--- src/rtl/mux_arb_pkg.sv ---
// Shared definitions for the mux select arbiter.
//   - arb_state_e : FSM encoding (IDLE / GRANT1 / GRANT2)
//   - last_e      : which requester was granted most recently
//   - defaults    : HOLD_MAX and counter width
package mux_arb_pkg;

   localparam int unsigned HOLD_MAX_DEFAULT = 8;
   localparam int unsigned CNT_W_DEFAULT    = 4;

   typedef enum logic [1:0] {
      IDLE   = 2'd0,
      GRANT1 = 2'd1,
      GRANT2 = 2'd2
   } arb_state_e;

   typedef enum logic {
      LAST_REQ1 = 1'b0,
      LAST_REQ2 = 1'b1
   } last_e;

endpackage

--- src/rtl/hold_counter.sv ---
// Saturating up-counter that measures how long the current grant has lasted.
// Ports:
//   clk   in  : clock, rising edge
//   rst_n in  : synchronous active-low reset, clears the count
//   clr   in  : synchronous clear (takes priority over en)
//   en    in  : count one more cycle
//   sat   out : count has reached HOLD_MAX-1 (and stays there)
module hold_counter
   import mux_arb_pkg::*;
#(
   parameter int unsigned HOLD_MAX = HOLD_MAX_DEFAULT,
   parameter int unsigned CNT_W    = CNT_W_DEFAULT
) (
   input  logic clk,
   input  logic rst_n,
   input  logic clr,
   input  logic en,
   output logic sat
);

   logic [CNT_W-1:0] cnt_q, cnt_d;

   assign sat = (cnt_q == CNT_W'(HOLD_MAX - 1));

   always_comb begin
      cnt_d = cnt_q;
      if (clr) begin
         cnt_d = '0;
      end else if (en && !sat) begin
         cnt_d = cnt_q + CNT_W'(1);
      end
   end

   always_ff @(posedge clk) begin
      if (!rst_n) begin
         cnt_q <= '0;
      end else begin
         cnt_q <= cnt_d;
      end
   end

endmodule

--- src/rtl/mux_sel_arbiter.sv ---
// Two-requester round-robin arbiter driving the select of a downstream 2:1 mux.
// A hold counter lets the owner keep the mux for at most HOLD_MAX cycles while
// the other requester is waiting.
// Ports:
//   clk   in  : clock, rising edge
//   rst_n in  : synchronous active-low reset
//   req1  in  : request from the source on mux in1
//   req2  in  : request from the source on mux in2
//   gnt1  out : in1 source owns the mux
//   gnt2  out : in2 source owns the mux
//   sel   out : mux select, 0 = in1, 1 = in2; held while idle
//   busy  out : either grant is high
module mux_sel_arbiter
   import mux_arb_pkg::*;
#(
   parameter int unsigned HOLD_MAX = HOLD_MAX_DEFAULT,
   parameter int unsigned CNT_W    = CNT_W_DEFAULT
) (
   input  logic clk,
   input  logic rst_n,
   input  logic req1,
   input  logic req2,
   output logic gnt1,
   output logic gnt2,
   output logic sel,
   output logic busy
);

   arb_state_e state_q, state_d;
   last_e      last_q, last_d;
   logic       sel_q, sel_d;
   logic       entry;
   logic       cnt_clr, cnt_en, hold_sat;

   always_comb begin
      state_d = state_q;
      unique case (state_q)
         IDLE: begin
            if (req1 && req2) begin
               state_d = (last_q == LAST_REQ2) ? GRANT1 : GRANT2;
            end else if (req1) begin
               state_d = GRANT1;
            end else if (req2) begin
               state_d = GRANT2;
            end
         end
         GRANT1: begin
            if (!req1) begin
               state_d = req2 ? GRANT2 : IDLE;
            end else if (hold_sat && req2) begin
               state_d = GRANT2;
            end
         end
         GRANT2: begin
            if (!req2) begin
               state_d = req1 ? GRANT1 : IDLE;
            end else if (hold_sat && req1) begin
               state_d = GRANT1;
            end
         end
         default: state_d = IDLE;
      endcase
   end

   // Entering a grant (from IDLE or via handoff) restarts the hold window.
   assign entry   = (state_d != IDLE) && (state_d != state_q);
   assign cnt_clr = entry;
   assign cnt_en  = (state_q != IDLE) && (state_d == state_q);

   always_comb begin
      last_d = last_q;
      sel_d  = sel_q;
      if (entry) begin
         last_d = (state_d == GRANT2) ? LAST_REQ2 : LAST_REQ1;
         sel_d  = (state_d == GRANT2);
      end
   end

   hold_counter #(
      .HOLD_MAX (HOLD_MAX),
      .CNT_W    (CNT_W)
   ) u_hold_counter (
      .clk   (clk),
      .rst_n (rst_n),
      .clr   (cnt_clr),
      .en    (cnt_en),
      .sat   (hold_sat)
   );

   always_ff @(posedge clk) begin
      if (!rst_n) begin
         state_q <= IDLE;
         last_q  <= LAST_REQ2;
         sel_q   <= 1'b0;
      end else begin
         state_q <= state_d;
         last_q  <= last_d;
         sel_q   <= sel_d;
      end
   end

   assign gnt1 = (state_q == GRANT1);
   assign gnt2 = (state_q == GRANT2);
   assign sel  = sel_q;
   assign busy = gnt1 | gnt2;

endmodule
--- config.mk ---
export PLATFORM = sky130hd
export DESIGN_NAME = mux_sel_arbiter
export DESIGN_NICKNAME = d
export VERILOG_FILES = /design/src/rtl/mux_arb_pkg.sv /design/src/rtl/hold_counter.sv /design/src/rtl/mux_sel_arbiter.sv
export SDC_FILE = /design/constraint.sdc
export NUM_CORES = 1
export LEC_CHECK = 0
export BUFFER_PORTS_ARGS = -buffer_cell sky130_fd_sc_hd__buf_2
export CAP_MARGIN = 20
export CELL_PAD_IN_SITES_DETAIL_PLACEMENT = 1
export CELL_PAD_IN_SITES_GLOBAL_PLACEMENT = 2
export CORE_ASPECT_RATIO = 1.2
export CORE_MARGIN = 2
export CORE_UTILIZATION = 33
export CTS_CLUSTER_SIZE = 20
export DETAILED_ROUTE_END_ITERATION = 10
export GPL_ROUTABILITY_DRIVEN = 0
export PLACE_DENSITY = 0.87
export SETUP_SLACK_MARGIN = 0.4
export SYNTH_ARGS = -nofsm -noshare
export SYNTH_HDL_FRONTEND = slang
export SYNTH_HIERARCHICAL = 1
export SYNTH_SLANG_ARGS = --single-unit
--- constraint.sdc ---
create_clock -name clk -period 3.2 [get_ports clk]
set_input_delay 0.64 -clock clk [delete_from_list [all_inputs] [get_ports clk]]
set_output_delay 0.64 -clock clk [all_outputs]
set_load 0.005 [all_outputs]
[After elaboration in Yosys (flattened, before gate mapping)]
Cells that the tools add are included.
Storage, ports and cells
  register bits: 8
  logic and storage cells: 36
Cells by class
  $add $sub $neg: 1
  equal/unequal tests: 6
  multiplexer cells: 12
  bitwise logic cells: 2
  reduce and logical (&&, ||, !) cells: 11
Operators with widths (number)
  $mux W2: 9
  $logic_and A1 B1 Y1: 6
  $pmux W2 S3: 1
  $add A4 B1 Y4 const B: 1
  $eq A2 B2 Y1 const B: 2
  $eq A4 B3 Y1 const B: 1
  $reduce_bool A2 Y1: 2
  $eq A2 B1 Y1 const B: 1
  $eq A2 B2 Y1: 1
  $logic_not A2 Y1: 1
  $mux W1: 2
  $ne A2 B2 Y1: 1
  $reduce_or A2 Y1: 1
  $logic_not A1 Y1: 1
  $not A1 Y1: 1
  $or A1 B1 Y1: 1

[Logic depth before layout (Yosys ltp)]
Gate-level depths: netlist of run 1.
  depth in word-level cells: 8
  gate-level depth with buffers: 12
  gate-level depth less buffers: 12

[Cells and area by module]
Netlist of run 1, hierarchy kept.
By module, submodules not included
  mux_sel_arbiter: times used 1, cells an instance 52, area an instance 440.4 um^2, sequential area each 80.1 um^2
  hold_counter: times used 1, cells an instance 23, area an instance 210.2 um^2, sequential area each 80.1 um^2

[Least setup slack after synthesis of run 1]
No wires, ideal clock.
  path type: flip-flop to flip-flop
  start point: reg state_q[0]
  end point: reg u_hold_counter.cnt_q[3]
  library setup time: 66 ps
  data arrival time: 2416 ps
  data required time: 3134 ps
  path slack: 718 ps
  stages on the path, launching flop included: 12
  clock period less this slack: 2482 ps
  cell sequence: dfxtp_1 -> inv_1 -> ha_1 -> and2_2 -> o21ai_2 -> o211ai_2 -> a21oi_1 -> nor3_1 -> and4bb_1 -> nand4_1 -> or3_1 -> a21boi_2
On the way
  elaborated cells on any way between the ends: 19
  classes of those cells: eq/ne (4); mux (8); reduce/logical (7)
RTL lines
  start, declared: RTL line mux_sel_arbiter.sv:29  | arb_state_e state_q, state_d;
  start signal, assigned: RTL line mux_sel_arbiter.sv:96  | state_q <= state_d;
  $eq A2 B2 Y1
  named net gnt2: RTL line mux_sel_arbiter.sv:24  | output logic gnt2,
  $pmux W2 S3: RTL line mux_sel_arbiter.sv:37  | unique case (state_q)
  $eq A2 B2 Y1: RTL line mux_sel_arbiter.sv:68  | assign cnt_en = (state_q != IDLE) && (state_d == state_q);
  $logic_and A1 B1 Y1: RTL line mux_sel_arbiter.sv:68
  named net cnt_en: RTL line mux_sel_arbiter.sv:33  | logic cnt_clr, cnt_en, hold_sat;
  $logic_and A1 B1 Y1: RTL line hold_counter.sv:29  | end else if (en && !sat) begin
  end signal, assigned: RTL line hold_counter.sv:38  | cnt_q <= cnt_d;
  end, declared: RTL line hold_counter.sv:21  | logic [CNT_W-1:0] cnt_q, cnt_d;
The timed path passes the listed nets, and every way through them passes these cells.
A chain may end at the register's enable or synchronous reset.

[Worst setup path in the final report of run 1]
  start point: reg state_q[0]
  end point: reg u_hold_counter.cnt_q[3]
On the way
  word-level cells in the longest chain between the ends: 7
  elaborated cells on any way between the ends: 19
  classes of those cells: eq/ne (4); mux (8); reduce/logical (7)
RTL lines
  $mux W2: RTL line mux_sel_arbiter.sv:43  | end else if (req2) begin
  $mux W2: RTL line mux_sel_arbiter.sv:41  | end else if (req1) begin
  $mux W2: RTL line mux_sel_arbiter.sv:39  | if (req1 && req2) begin
  $pmux W2 S3: RTL line mux_sel_arbiter.sv:37
  $eq A2 B2 Y1: RTL line mux_sel_arbiter.sv:68
  $logic_and A1 B1 Y1 *: RTL line mux_sel_arbiter.sv:68
  named net cnt_en: RTL line mux_sel_arbiter.sv:33
  $logic_and A1 B1 Y1 *: RTL line hold_counter.sv:29
Mark *: on every way through the listed nets, which the timed path passes. The rest lies on a longest branch.

==> flow_summary.json, run 1 <==
{
  "fin_crit_ns": 2.59,
  "cp.buffers_inverters": 1,
  "vdd_drop_max_mv": 0.406,
  "status": "complete, no violations",
  "ios": 8,
  "p_per_area_mw_per_mm2": 598,
  "nets": 95,
  "hold_class": "flip-flop to flip-flop",
  "drt-initial-drc-count": 9,
  "grt_pass1_wl_um": 2390,
  "fillers": 229,
  "cts_setup_buffers": 0,
  "cp_cell_sequence": "inv_1 -> ha_1 -> and2_2 -> o21ai_2 -> o211ai_2 -> a21oi_1 -> nor3_1 -> and4bb_2 -> nand4_1 -> or3_1 -> a21boi_2",
  "slew_violations": 0,
  "cp.required_ns": 3.39,
  "crit_family": "simple AND/OR/NAND/NOR gates",
  "setup_viol": 0,
  "slowest_delay_ns": 0.39,
  "grt_max_degree": 10,
  "cap_violations": 0,
  "synth_largest_area_cell": "dfxtp_1",
  "yosysSeqAreaShare_pct": 24.6,
  "path_class": "flip-flop to flip-flop",
  "dp.cells": 100,
  "drt_pass1_iterations": 4,
  "grt_antenna_before_repair": 0,
  "async_flop_share_pct": 0,
  "areaGrowthSynthToFinish_pct": 11.3,
  "synthDistinctLibCells": 36,
  "critPathArrivalTime_ns": 2.78,
  "synthCells": 75,
  "leakage_nw": 0.328,
  "final_cell_mix": "nand2_1 (7), buf_2 (7), dfxtp_1 (7)",
  "synth_fp_nets": 84,
  "clock_sinks": 8,
  "start_util_pct": 35.2,
  "grt_overflow": 0,
  "wl_per_cell_um": 13.8,
  "hold_viol": 0,
  "finalNonFillerCells": 103,
  "clkTransAtPathRegs_ns": 0.06,
  "io_buffer_count": 7,
  "synth-seq-cells": 8,
  "crit_slowest_cell": "dfxtp_4",
  "yosysWarnings": 6,
  "vias": 576,
  "first_global_vias": 564,
  "clk_latency_ns": 0.25,
  "seq_area_um2": 164,
  "critPathMaxFanout": 9,
  "num_rows": 17,
  "critPathCaptureType": "flip-flop",
  "relSlewSlack_pct": 76.9,
  "cts_root_buf": "clkbuf_4",
  "dieArea_mm2": 0.00234,
  "dp_hpwl_um": 1100,
  "cts_max_path_buffers": 2,
  "wl_um": 1420,
  "grt_usage_pct": 14.1,
  "cts_buffers": 3,
  "insertedDiodeCount": 0,
  "yosys-top-cells-area": "dfxtp_1 (25%), ha_1 (9.6%), nand2_1 (4.0%)",
  "die_w_um": 44.5,
  "drive_above_1_share_pct": 31.0,
  "cts_hold_buf": 0,
  "drc": 0,
  "start_kind": "flip-flop",
  "final.setup_skew_ns": 0.00316,
  "finalCritPeriodShare_pct": 80.9,
  "tritoncts": "built",
  "die_h_um": 52.6,
  "syn_avg_cell_area_um2": 8.67,
  "synth_top_area_share_pct": 24.6,
  "synth_flop_cell": "dfxtp_1",
  "ant_nets": 0,
  "htreeDepth": 1,
  "synth_area_um2": 651,
  "rsz0062_at_grt": "false",
  "synth_edf_count": 0,
  "worstMarginPinSlew_ns": 0.346,
  "max_freq_mhz": 386,
  "routed_via_density": 5.59,
  "setup-tns-final_ns": 0,
  "multi_input_area_um2": 457,
  "core_mm2": 0.00185
}
final cells by class:
class	instances	area share [%]
clock buffers	3	3.11
multi-input cells	60	63.0
inverters	6	3.11
flip-flops and latches	8	22.6
well taps	19	3.28
repair buffers	7	4.84
per-stage QoR:
stage	hold slack, ns	instance area (um2)	util [%]	worst slack [ns]	total power, mW
2_1_floorplan	0.462	651	-	0.718	0.303
3_3_place_gp	0.470	698	37.7	0.500	0.348
3_5_place_dp	0.467	698	37.7	0.439	0.352
4_1_cts	0.477	722	39.0	0.517	0.438
5_1_grt	0.510	724	39.1	0.408	0.476
6_report	0.478	724	39.1	0.610	0.433
what timing repair did:
action | in CTS | in global routing
hold endpoints to repair | 0 | 0
endpoints found under the setup margin | 1 | 1
gates resized for setup | 1 | 2
pin swaps | 0 | 1
power by group:
part	switching [mW]	internal, mW
Combinational	0.119	0.0944
Clock	0.0344	0.0429
Sequential	0.0239	0.119
flip-flops by register name, summed over array words and instances (netlist names):
register and count:
state_q 2, last_q 1, u_hold_counter/cnt_q 4, sel 1
per-layer routing:
layer  part of all wire, %  track usage (%)  wire length (um)
met5                     0                0                 0
met4                   2.6             7.07                37
met3                   2.0             5.86                29
met2                    50             23.2               716
met1                    45             15.2               641
final timing paths:
path	startpoint	endpoint	slack [ns]	cells past startpoint
setup / recovery	state_q[0]$_SDFF_PN0_	u_hold_counter/cnt_q[3]$_SDFFE_PP0P_	0.61	11
hold / removal	sel$_SDFFE_PN0P_	sel$_SDFFE_PN0P_	0.48	2
setup reg to reg	state_q[0]$_SDFF_PN0_	u_hold_counter/cnt_q[3]$_SDFFE_PP0P_	0.61	11
hold reg to reg	sel$_SDFFE_PN0P_	sel$_SDFFE_PN0P_	0.48	2
Yosys cell counts (2+ instances only):
cell type,count
inv_1,5
ha_1,5
a21boi_0,2
o21ai_0,2
nand3_1,5
o21ai_2,2
nand4_1,2
a21oi_1,3
nor2_1,3
o21ai_1,2
o211ai_1,2
nor3_1,3
dfxtp_1,8
nand2_1,7
nor2b_1,2
o211ai_2,2
worst register-to-register path, delay by kind of cell, from the launching register on:
family / cells / cell delay [ns]
simple gates: 5 / 1.11
compound gates: 4 / 0.64
flops: 1 / 0.39
fa+ha+maj: 1 / 0.26
buf+inv: 1 / 0.12
logic make-up after synthesis:
group / after synthesis / synth area share [%]
and+or+nand+nor: 31 / 28.8
buffers and inverters: 7 / 5.19
DFF: 8 / 24.6
AOI/OAI and AO/OA: 24 / 31.7
adders and majority gates: 5 / 9.62
No activity file was read; power rests on OpenSTA's default activity.
==> run 2, diff against run 1 <==
clock period = 2.6 ns   (was 3.2 ns; I/O delays follow)
==> run 2 against run 1 <==
  * Critical path depth grew 1
  * Clock-buffer cell count is the same
  * Total power grew 53%
  * First-iteration DRC count shrank 78%
  * Die area is the same
  * Non-clock buffer count grew 18
  * Largest cell class unchanged
  * Largest power group unchanged
==> flow_summary.json, run 2 (same netlist as run 1, synthesis figures left out) <==
{
  "status": "complete, no violations",
  "hold_viol": 0,
  "max_freq_mhz": 412,
  "post-route-util_pct": 48.7,
  "fin_crit_ns": 2.43,
  "grt_max_degree": 10,
  "grt_overflow": 0,
  "grt_antenna_before_repair": 0,
  "dieArea_mm2": 0.00234,
  "power_frac_comb_pct": 60.3,
  "fillers": 225,
  "htreeDepth": 1,
  "die_h_um": 52.6,
  "areaGrowthSynthToFinish_pct": 38.5,
  "clkTransAtPathRegs_ns": 0.06,
  "ios": 8,
  "clk_latency_ns": 0.26,
  "clock_sinks": 8,
  "core_mm2": 0.00185,
  "drt-initial-drc-count": 2,
  "leakage_nw": 0.419,
  "seq_area_um2": 166,
  "wl_um": 1920,
  "p_per_area_mw_per_mm2": 735,
  "vdd_drop_max_mv": 0.376,
  "rsz0062_at_grt": "true",
  "p_seq_share_pct": 24.7,
  "start_kind": "flip-flop",
  "tritoncts": "built",
  "num_rows": 17,
  "power.clock.fraction_pct": 15.0,
  "slowest_delay_ns": 0.36,
  "drive_above_1_share_pct": 52.0,
  "setup_viol": 0,
  "p_sw_mw": 0.266,
  "start_util_pct": 35.2,
  "grt_usage_pct": 16.1,
  "setup-tns-final_ns": 0,
  "wl_per_cell_um": 15.8,
  "p_sw_share_pct": 40.2,
  "nets": 113,
  "first_global_vias": 632,
  "path_class": "flip-flop to flip-flop",
  "ant_nets": 0,
  "fin_ws_ns": 0.171,
  "critPathCaptureType": "flip-flop",
  "drt_pass1_iterations": 4,
  "final.setup_skew_ns": 0.00955,
  "largest-register": "u_hold_counter/cnt_q",
  "p_int_mw": 0.396,
  "worstMarginPinSlew_ns": 0.299,
  "crit_slowest_cell": "dfxtp_4",
  "power_mw": 0.662,
  "largest_reg_flops": 4,
  "cp.required_ns": 2.79,
  "layout_commonest_cell": "buf_4",
  "critPathArrivalTime_ns": 2.62,
  "insertedDiodeCount": 0,
  "routed_via_density": 5.53,
  "io_buffer_count": 7,
  "cts_root_buf": "clkbuf_4",
  "multi_input_area_um2": 483,
  "final_cell_mix": "buf_4 (16), nand2_1 (7), buf_2 (7)",
  "cp_cell_sequence": "ha_4 -> nand3b_4 -> inv_4 -> and2b_1 -> o21ai_2 -> a21o_2 -> and2_0 -> o31ai_1 -> and4bb_2 -> nand4_1 -> or3_1 -> a21boi_2",
  "relSlewSlack_pct": 80.0,
  "cts_max_path_buffers": 2,
  "biggestRegsByFlops": "u_hold_counter/cnt_q x4, state_q x2",
  "critPathMaxFanout": 4,
  "hold_class": "input pin to flip-flop",
  "die_w_um": 44.5,
  "dp_hpwl_um": 1250,
  "grt_pass1_wl_um": 2780,
  "cap_violations": 0,
  "slew_violations": 0,
  "vias": 669,
  "drc": 0,
  "finalCritPeriodShare_pct": 93.4,
  "cts_buffers": 3,
  "dpl_worst_slack_ns": 0.146
}
## run 2: layout make-up
cell class,instances,area share (%)
Multi-Input combinational cell,60,53.6
Timing Repair Buffer,25,19.7
Sequential cell,8,18.5
Inverter,6,3.06
Tap cell,19,2.64
Clock buffer,3,2.50
## run 2: worst max-delay path: cells and delay by family, from the launching register on
kind / cells / cell delay [ns]
adder cells (fa/ha/maj): 1 / 0.16
AO/OA/AOI/OAI: 4 / 0.62
AND/OR/NAND/NOR: 6 / 1.17
buffers and inverters: 1 / 0.05
flip-flops: 1 / 0.36
## run 2: final timing paths
check	depth (start not counted)	startpoint	slack, ns	to
worst max-delay path	12	u_hold_counter/cnt_q[0]$_SDFFE_PP0P_	0.17	u_hold_counter/cnt_q[3]$_SDFFE_PP0P_
worst min-delay path	2	rst_n	0.47	last_q$_SDFFE_PN1P_
worst max register to register	12	u_hold_counter/cnt_q[0]$_SDFFE_PP0P_	0.17	u_hold_counter/cnt_q[3]$_SDFFE_PP0P_
worst min register to register	2	sel$_SDFFE_PN0P_	0.48	sel$_SDFFE_PN0P_
## run 2: what timing repair did
item / CTS / global route
hold endpoints to repair: 0 / 0
setup buffers: 8 / 7
hold buffers: 0 / 0
setup endpoints to repair: 4 / 4
gates resized for setup: 7 / 3
pin swaps: 7 / 7
## run 2: metal layers
metal	part of all wire [%]	up-vias	routed length (um)	GRT usage, %
met2	55	10	1050	30.4
met1	39	321	753	16.2
met4	3.5	0	67	7.58
met3	2.1	7	41	3.45
li1	-	331	-	-
met5	0	-	0	0
## run 2: power by group through the flow
stage,Sequential (mW),Combinational [mW],Clock (mW)
2_1_floorplan,0.170,0.209,0
5_1_grt,0.165,0.431,0.108
3_3_place_gp,0.166,0.291,0
3_5_place_dp,0.167,0.303,0
4_1_cts,0.163,0.350,0.0982
6_report,0.163,0.399,0.0991
## run 2: per-stage QoR
step / cell area [um2] / hold slack, ns / cells
4_1_cts: 840 / 0.473 / 114
3_5_place_dp: 742 / 0.468 / 103
2_1_floorplan: 672 / 0.465 / 75
6_report: 901 / 0.468 / 121
3_3_place_gp: 742 / 0.462 / 103
5_1_grt: 901 / 0.470 / 121
